$ cat src/rtl/ex_mem_skid.sv
// EX->MEM pipeline boundary: 2-entry skid buffer with valid/ready handshake and EX->EX forwarding source.
// Optional EX_MEM_STALL_CNT_EN adds a saturating stall_cnt output counting out_valid & !out_ready cycles.
`ifndef WORD_WIDTH
`define WORD_WIDTH 32
`endif

module ex_mem_skid #(
    parameter int unsigned WORD_WIDTH = `WORD_WIDTH,
    parameter int unsigned REG_ADDR_W = 5
) (
    input  logic                  clk,
    input  logic                  rst_n,
    input  logic                  flush,
    input  logic                  in_valid,
    output logic                  in_ready,
    input  logic [WORD_WIDTH-1:0] in_result,
    input  logic                  in_zero,
    input  logic [REG_ADDR_W-1:0] in_rd,
    input  logic                  in_wb_en,
    input  logic                  in_mem_rd,
    input  logic                  in_mem_wr,
    input  logic [WORD_WIDTH-1:0] in_store_data,
    output logic                  out_valid,
    input  logic                  out_ready,
    output logic [WORD_WIDTH-1:0] out_result,
    output logic                  out_zero,
    output logic [REG_ADDR_W-1:0] out_rd,
    output logic                  out_wb_en,
    output logic                  out_mem_rd,
    output logic                  out_mem_wr,
    output logic [WORD_WIDTH-1:0] out_store_data,
    output logic                  fwd_valid,
    output logic [REG_ADDR_W-1:0] fwd_rd,
    output logic [WORD_WIDTH-1:0] fwd_result
`ifdef EX_MEM_STALL_CNT_EN
    ,
    output logic [31:0]           stall_cnt
`endif
);

    typedef struct packed {
        logic [WORD_WIDTH-1:0] result;
        logic                  zero;
        logic [REG_ADDR_W-1:0] rd;
        logic                  wb_en;
        logic                  mem_rd;
        logic                  mem_wr;
        logic [WORD_WIDTH-1:0] store_data;
    } entry_t;

    typedef enum logic [1:0] {
        EMPTY = 2'd0,
        ONE   = 2'd1,
        TWO   = 2'd2
    } state_t;

    state_t state;
    entry_t main_q;
    entry_t skid_q;
    entry_t in_entry_c;
    logic   in_fire_c;
    logic   out_fire_c;

    assign in_fire_c  = in_valid & in_ready;
    assign out_fire_c = out_valid & out_ready;

    // Incoming entry; a write to register 0 never reaches write-back.
    always_comb begin
        in_entry_c            = '0;
        in_entry_c.result     = in_result;
        in_entry_c.zero       = in_zero;
        in_entry_c.rd         = in_rd;
        in_entry_c.wb_en      = in_wb_en & (in_rd != '0);
        in_entry_c.mem_rd     = in_mem_rd;
        in_entry_c.mem_wr     = in_mem_wr;
        in_entry_c.store_data = in_store_data;
    end

    // Control bits of the head are cleared whenever it goes empty, so enables never outlive out_valid.
    always_ff @(posedge clk or negedge rst_n) begin
        if (!rst_n) begin
            state     <= EMPTY;
            in_ready  <= 1'b1;
            out_valid <= 1'b0;
            main_q    <= '0;
            skid_q    <= '0;
        end else if (flush) begin
            state         <= EMPTY;
            in_ready      <= 1'b1;
            out_valid     <= 1'b0;
            main_q.wb_en  <= 1'b0;
            main_q.mem_rd <= 1'b0;
            main_q.mem_wr <= 1'b0;
        end else begin
            case (state)
                EMPTY: begin
                    if (in_fire_c) begin
                        main_q    <= in_entry_c;
                        state     <= ONE;
                        out_valid <= 1'b1;
                    end
                end
                ONE: begin
                    if (in_fire_c && out_fire_c) begin
                        main_q <= in_entry_c;
                    end else if (in_fire_c) begin
                        skid_q   <= in_entry_c;
                        state    <= TWO;
                        in_ready <= 1'b0;
                    end else if (out_fire_c) begin
                        state         <= EMPTY;
                        out_valid     <= 1'b0;
                        main_q.wb_en  <= 1'b0;
                        main_q.mem_rd <= 1'b0;
                        main_q.mem_wr <= 1'b0;
                    end
                end
                TWO: begin
                    if (out_fire_c) begin
                        main_q   <= skid_q;
                        state    <= ONE;
                        in_ready <= 1'b1;
                    end
                end
                default: begin
                    state     <= EMPTY;
                    in_ready  <= 1'b1;
                    out_valid <= 1'b0;
                    main_q    <= '0;
                end
            endcase
        end
    end

    assign out_result     = main_q.result;
    assign out_zero       = main_q.zero;
    assign out_rd         = main_q.rd;
    assign out_wb_en      = main_q.wb_en;
    assign out_mem_rd     = main_q.mem_rd;
    assign out_mem_wr     = main_q.mem_wr;
    assign out_store_data = main_q.store_data;

    // Forwarding comes straight from the head register; wb_en is already qualified by validity.
    assign fwd_valid  = main_q.wb_en;
    assign fwd_rd     = main_q.rd;
    assign fwd_result = main_q.result;

`ifdef EX_MEM_STALL_CNT_EN
    // Saturating back-pressure counter, cleared only by reset.
    always_ff @(posedge clk or negedge rst_n) begin
        if (!rst_n) begin
            stall_cnt <= 32'd0;
        end else if (out_valid && !out_ready && (stall_cnt != 32'hFFFF_FFFF)) begin
            stall_cnt <= stall_cnt + 32'd1;
        end
    end
`endif

endmodule

$ cat config.mk
export PLATFORM = sky130hd
export DESIGN_NAME = ex_mem_skid
export DESIGN_NICKNAME = d
export VERILOG_FILES = /design/src/rtl/ex_mem_skid.sv
export SDC_FILE = /design/constraint.sdc
export NUM_CORES = 1
export LEC_CHECK = 0
export ABC_AREA = 1
export CAP_MARGIN = 10
export CORE_UTILIZATION = 49
export DETAILED_ROUTE_END_ITERATION = 16
export HOLD_SLACK_MARGIN = 0.02
export PLACE_DENSITY_LB_ADDON = 0.3
export SKIP_LAST_GASP = 1
export SLEW_MARGIN = 20
export SYNTH_ARGS = -nofsm -noshare
export SYNTH_HDL_FRONTEND = slang
export SYNTH_SLANG_ARGS = --single-unit
export TNS_END_PERCENT = 5
$ cat constraint.sdc
create_clock -name clk -period 1.69 [get_ports clk]
set_input_delay 0.169 -clock clk [delete_from_list [all_inputs] [get_ports clk]]
set_output_delay 0.169 -clock clk [all_outputs]
set_load 0.02 [all_outputs]
==> results.json, run 1 <==
{
  "clock_latency_ns": 0.42,
  "cts.sinks": 150,
  "synth_edf_count": 0,
  "criticalPathCategory": "flop to output pin",
  "async_flop_share_pct": 100,
  "post_drt_wl_per_cell_um": 14.3,
  "antenna_found_initial": 0,
  "htree_levels": 4,
  "drt_iter0_drc": 555,
  "overflow": 0,
  "cts-root-buf": "clkbuf_16",
  "rsz0062_at_grt": "true",
  "cp_top_family": "buffers and inverters",
  "synth_nets": 961,
  "synthMuxAreaShare_pct": 0,
  "cp-start-kind": "flop",
  "grt_pass1_vias": 5773,
  "gp_congestion": 0.900,
  "die_area_mm2": 0.0150,
  "dpl.cell_count": 1193,
  "grt_max_degree": 63,
  "antennaDiodeCount": 0,
  "hp-class": "primary input to async pin",
  "synth.area.top_cells": "dfrtp_1 53%, nand2_1 17%, o21ai_0 12%",
  "fin_setup_tns_ns": 0,
  "synth_top_area_share_pct": 52.5,
  "drive_gt1_share_pct": 6.62,
  "die_y_um": 122,
  "area_delta_synth_final_pct": 34.0,
  "switching_power_uw": 6610,
  "numCtsBuffers": 17,
  "netSwitchingFraction_pct": 38.4,
  "initial_core_util_pct": 50.8,
  "p_per_area_mw_per_mm2": 1810,
  "clockBufferDepth": 2,
  "io_buffers": 190,
  "remaining_drc_errors": 0,
  "cts.clk_slew.worst_paths_ns": 0.06,
  "die_w_um": 122,
  "postCtsSetupRepairBufs": 0,
  "max_slew_margin_pct": 61.8,
  "antenna_left": 0,
  "multi_input_area_mm2": 0.00247,
  "yosysSeqAreaShare_pct": 52.9,
  "synth_most_common_cell": "nand2_1",
  "critPathBufInv": 1,
  "viasPerCell": 5.06,
  "regArea_mm2": 0.00376,
  "total_power_uw": 17200,
  "outcome": "completed",
  "hold_viol_final": 0,
  "tightestPinTransition_ns": 0.573,
  "fin_worst_skew_ns": 0.00568,
  "p_int_uw": 10600,
  "synthesis.area_mm2": 0.00710,
  "fillCellCount": 1167,
  "fin_cells": 1223,
  "synth-xor-area-share_pct": 0,
  "critical_path_arrival_ns": 1.45,
  "cp_slowest_stage_delay_ns": 0.64,
  "comb_power_share_pct": 44.6,
  "postSynthAreaPerCell_um2": 8.04,
  "path_cells": "clkdlybuf4s50_1",
  "ys_warn_count": 0,
  "timing.final.crit_period_ns": 1.62,
  "synth_compound_area_share_pct": 15.2,
  "synth_top_family_by_area": "simple AND/OR/NAND/NOR gates",
  "pin_count": 191,
  "synth_top_cell_by_area": "dfrtp_1",
  "seq_power_share_pct": 36.4,
  "dp_hpwl_um": 11800,
  "ys_types": 22,
  "synth_cells": 883,
  "setup_violations": 0,
  "cp_slowest_cell": "clkdlybuf4s50_1",
  "drtPass1Iterations": 5,
  "synth_common_cells": "318 x nand2_1, 164 x o21ai_0, 149 x dfrtp_1, 76 x inv_1, 50 x o21ai_1",
  "coreArea_mm2": 0.0140,
  "fin_crit_sh_pct": 95.9,
  "fmax_mhz": 617,
  "synthAdderAreaFrac_pct": 0,
  "critPathMaxFanout": 3,
  "rows": 43,
  "num_vias": 6184,
  "cts_tree": "yes",
  "grt_pass1_wl_um": 28900,
  "leakagePower_uw": 0.00457,
  "synth-simple-area-share_pct": 19.6,
  "clockPowerShare_pct": 19.0,
  "ys.flop_type": "dfrtp_1",
  "slew_violations": 0,
  "maxCapViolations": 0,
  "gr-usage-all-layers_pct": 25.1,
  "wirelength_um": 17500,
  "peakVddDrop_mv": 0.968,
  "finalNetCount": 1111,
  "fin_util_pct": 68.0,
  "endpoint_kind": "output pin",
  "crit_required_ns": 1.52,
  "ys_ff_latch": 150
}
-- cell usage in the layout, fill, tap and decap left out, types with 2 or more instances in the layout --
cell	instances
clkbuf_1	5
nor2_1	9
o21ai_0	164
nand2_2	3
o21ai_1	50
dfrtp_1	148
inv_2	3
nor2_4	2
clkbuf_16	17
nand4_1	2
clkdlybuf4s50_1	188
buf_12	10
inv_1	76
nand3_1	10
nand2_1	318
clkbuf_8	2
clkinv_2	4
buf_6	3
buf_4	18
-- flip-flops by register name, summed over array words and instances (netlist names) --
| signal | count |
|---|---|
| out_mem_wr | 1 |
| state | 2 |
| out_zero | 1 |
| in_ready | 1 |
| out_mem_rd | 1 |
| skid_q | 73 |
| fwd_rd | 5 |
| fwd_valid | 1 |
| out_store_data | 32 |
| out_valid | 1 |
| fwd_result | 32 |
-- metal layers --
metal | GRT usage (%) | wire length, µm
met3 | 5.07 | 983
met5 | 0 | 0
met1 | 33.9 | 7880
met2 | 39.5 | 8270
met4 | 10.4 | 385
-- timing repair --
action / CTS / global route
gates cloned: 0 / 0
resized for setup: 1 / 2
hold endpoints to repair: 49 / 0
endpoints found under the setup margin: 1 / 10
hold buffers: 1 / 0
pin swaps: 0 / 0
-- logic make-up (layout without fill, tap and decap cells) --
kind of cell           after synthesis  after routing
AOI/OAI and AO/OA                  215            215
and+or+nand+nor                    349            349
buffers and inverters              169            329
DFF                                150            150
-- stage by stage --
stage          cell area (µm²)  hold WS (ns)  worst slack [ns]
2_1_floorplan             7100        -0.127             0.158
3_5_place_dp              9000         0.188           -0.0193
4_1_cts                   9510         0.293            0.0469
3_3_place_gp              9000         0.187           0.00770
6_report                  9520         0.302            0.0698
5_1_grt                   9520         0.321           -0.0248
-- cell type report --
type | instances | share of cell area (%)
inverters | 79 | 3.12
repair buffers | 221 | 23.8
flip-flops and latches | 150 | 39.5
clock inverters | 5 | 0.289
clock buffers | 24 | 4.96
well taps | 180 | 2.37
multi-input cells | 564 | 26.0
-- worst paths after layout --
kind	startpoint	end	slack, ns	cells past startpoint
worst max-delay path	fwd_rd[4]	out_rd[4]	0.07	1
worst min-delay path	rst_n	skid_q[26]	0.30	2
worst max register to register	in_ready	fwd_rd[2]	0.10	6
worst min register to register	skid_q[32]	skid_q[32]	0.47	2
max in group asynchronous	rst_n	skid_q[35]	0.81	3
min in group clk	in_store_data[26]	skid_q[26]	0.31	3
-- power groups by stage --
| stage | Sequential, µW | Combinational (µW) | Clock (µW) |
|---|---|---|---|
| finish | 6260 | 7670 | 3270 |
| global route | 6460 | 8400 | 3520 |
| CTS | 6250 | 7740 | 3340 |
| detailed placement | 6260 | 7730 | 0 |
| global placement | 6240 | 7530 | 0 |
| floorplan | 7080 | 3740 | 0 |
Power figures use the tool's default switching activity.
==> run 2, diff against run 1 <==
--- a/config.mk
+++ b/config.mk
@@ -7,8 +7,9 @@
 export LEC_CHECK = 0
 export ABC_AREA = 1
 export CAP_MARGIN = 10
-export CORE_UTILIZATION = 49
+export CORE_UTILIZATION = 56
 export DETAILED_ROUTE_END_ITERATION = 16
+export DONT_BUFFER_PORTS = 1
 export HOLD_SLACK_MARGIN = 0.02
 export PLACE_DENSITY_LB_ADDON = 0.3
 export SKIP_LAST_GASP = 1
==> run 2 against run 1 <==
  * The run now ends with negative hold slack left
  * Flip-flop and latch count is the same
  * First-iteration DRC count fell by 4.0%
  * Clock skew is 0.0048 ns higher
  * Die area is 12% lower
  * Fmax is 1.3% higher
  * Total power down 10%
  * Via count shrank 5.8%
  * Non-clock buffer count down 126
  * Worst hold slack got worse by 0.86 ns
  * Clock power grew 24%
  * Critical path depth up 5
  * Worst setup slack improved by 0.021 ns
  * Largest cell class unchanged
  * Largest power group is now sequential cells
==> results.json, run 2 (synthesized netlist as in run 1, its figures left out) <==
{
  "finalNetCount": 985,
  "fmax_mhz": 625,
  "largest_reg_flops": 73,
  "numCtsBuffers": 17,
  "final_common_cell": "nand2_1",
  "total_power_uw": 15500,
  "die_area_mm2": 0.0131,
  "hold_viol_final": 150,
  "max_slew_margin_pct": 71.3,
  "netSwitchingFraction_pct": 40.6,
  "comb_power_share_pct": 23.0,
  "largest_register": "skid_q",
  "outcome": "finished with violations",
  "setup_violations": 0,
  "fin_setup_tns_ns": 0,
  "violations": "negative hold slack",
  "viasPerCell": 5.35,
  "pin_count": 191,
  "crit_cells": 6,
  "grt_pass1_vias": 5685,
  "critPathBufInv": 1,
  "antenna_found_initial": 0,
  "p_per_area_mw_per_mm2": 1850,
  "htree_levels": 4,
  "fin_crit_sh_pct": 94.6,
  "initial_core_util_pct": 58.4,
  "cp_slowest_stage_delay_ns": 0.52,
  "path_cells": "nand2_1, nand2_2, nand3_4, buf_4, o21ai_0, nand2_1",
  "wirelength_um": 16700,
  "cts.clk_slew.worst_paths_ns": 0.06,
  "num_vias": 5823,
  "cts_tree": "yes",
  "cts.sinks": 150,
  "cp_top_family": "flip-flops",
  "criticalPathCategory": "flop to flop",
  "grt_pass1_wl_um": 27500,
  "p_int_uw": 9180,
  "overflow": 0,
  "cp_slowest_cell": "dfstp_2",
  "die_y_um": 115,
  "die_w_um": 115,
  "drtPass1Iterations": 6,
  "antenna_left": 0,
  "stdcell_area_mm2": 0.00835,
  "seq_power_share_pct": 50.9,
  "remaining_drc_errors": 0,
  "io_buffers": 0,
  "whs_ns": -0.558,
  "timing.final.crit_period_ns": 1.60,
  "setup_slack_ns": 0.0909,
  "gr-usage-all-layers_pct": 27.2,
  "fin_worst_skew_ns": 0.0104,
  "clockPowerShare_pct": 26.1,
  "rsz0062_at_grt": "true",
  "endpoint_kind": "flop",
  "post_drt_wl_per_cell_um": 15.3,
  "switching_power_uw": 6280,
  "coreArea_mm2": 0.0122,
  "cts-root-buf": "clkbuf_16",
  "critical_path_arrival_ns": 1.90,
  "leakagePower_uw": 0.00414,
  "rows": 40,
  "mostFrequentLayoutCells": "318 x nand2_1, 162 x o21ai_0, 148 x dfrtp_1",
  "peakVddDrop_mv": 0.896,
  "drt_iter0_drc": 533,
  "drive_gt1_share_pct": 6.74,
  "grt_max_degree": 151,
  "maxCapViolations": 0,
  "ff2ff_path_depth": 6,
  "clock_latency_ns": 0.42,
  "dp_slack_ns": 0.118,
  "hold_buffers": 75,
  "postCtsSetupRepairBufs": 0,
  "tightestPinTransition_ns": 0.431,
  "dp_hpwl_um": 10000,
  "cp-start-kind": "flop",
  "crit_path_frequent_cell": "nand2_1",
  "critPathMaxFanout": 30,
  "hp-class": "primary input to async pin",
  "crit_required_ns": 1.99,
  "slew_violations": 0,
  "post_dp_cell_area_mm2": 0.00695,
  "gp_congestion": 0.909,
  "clockBufferDepth": 2,
  "area_delta_synth_final_pct": 17.5
}
-- run 2: cell count changes in the layout (fill, tap and decap cells not counted), sizes merged --
cell           previous run  this run
buf                      31        20
bufinv                    0         4
clkbuf                   24        25
clkdlybuf4s50           188         0
clkinv                    4         2
diode                     0         1
dlygate4sd2               1         0
dlygate4sd3               1        75
-- run 2: worst reg2reg max path, stage by stage (launching register included) --
cell and delay (ns):
dfstp_2 0.52, nand2_1 0.16, nand2_2 0.14, nand3_4 0.12, buf_4 0.25, o21ai_0 0.22, nand2_1 0.07
-- run 2: cell type report --
class | instances | area (µm²)
Clock buffer | 25 | 495
Sequential cell | 150 | 3760
Fill cell | 953 | 3810
Tap cell | 168 | 210
Inverter | 79 | 297
Timing Repair Buffer | 95 | 971
Multi-Input combinational cell | 564 | 2470
Antenna cell | 1 | 2.50
Clock inverter | 7 | 141
-- run 2: worst paths after layout --
path | start | to | slack [ns]
hold reg to reg | skid_q[9] | skid_q[9] | 0.48
setup / recovery | in_ready | fwd_result[15] | 0.09
setup reg to reg | in_ready | fwd_result[15] | 0.09
min in group clk | flush | in_ready | 0.06
max in group asynchronous | rst_n | in_ready | 2.01
hold / removal | rst_n | skid_q[51] | -0.56
-- run 2: power groups by stage --
stage                     combinational [µW]  sequential (µW)  clock, µW
after floorplan                         3740             7080          0
after global placement                  3200             7830          0
after detailed placement                3370             7900          0
after CTS                               3530             7860       4110
after global routing                    4110             8100       4250
final                                   3550             7860       4040
-- run 2: routing by layer --
layer	vias to the layer above	share of wire, %	global-route usage (%)
li1	2798	-	-
met1	2756	43	34.0
met2	236	48	43.6
met3	33	7.0	8.26
met4	0	2.1	12.2
met5	-	0	0
-- run 2: metrics by stage --
step / cells / util [%]
after floorplan: 883 / -
after global placement: 981 / 57.1
after detailed placement: 981 / 57.1
after CTS: 1088 / 68.5
after global routing: 1088 / 68.6
final: 1089 / 68.6
-- run 2: timing repair --
action | in CTS | in global routing
endpoints found under the setup margin | 0 | 47
endpoints found under the hold margin | 277 | 150
resized for setup | 0 | 5
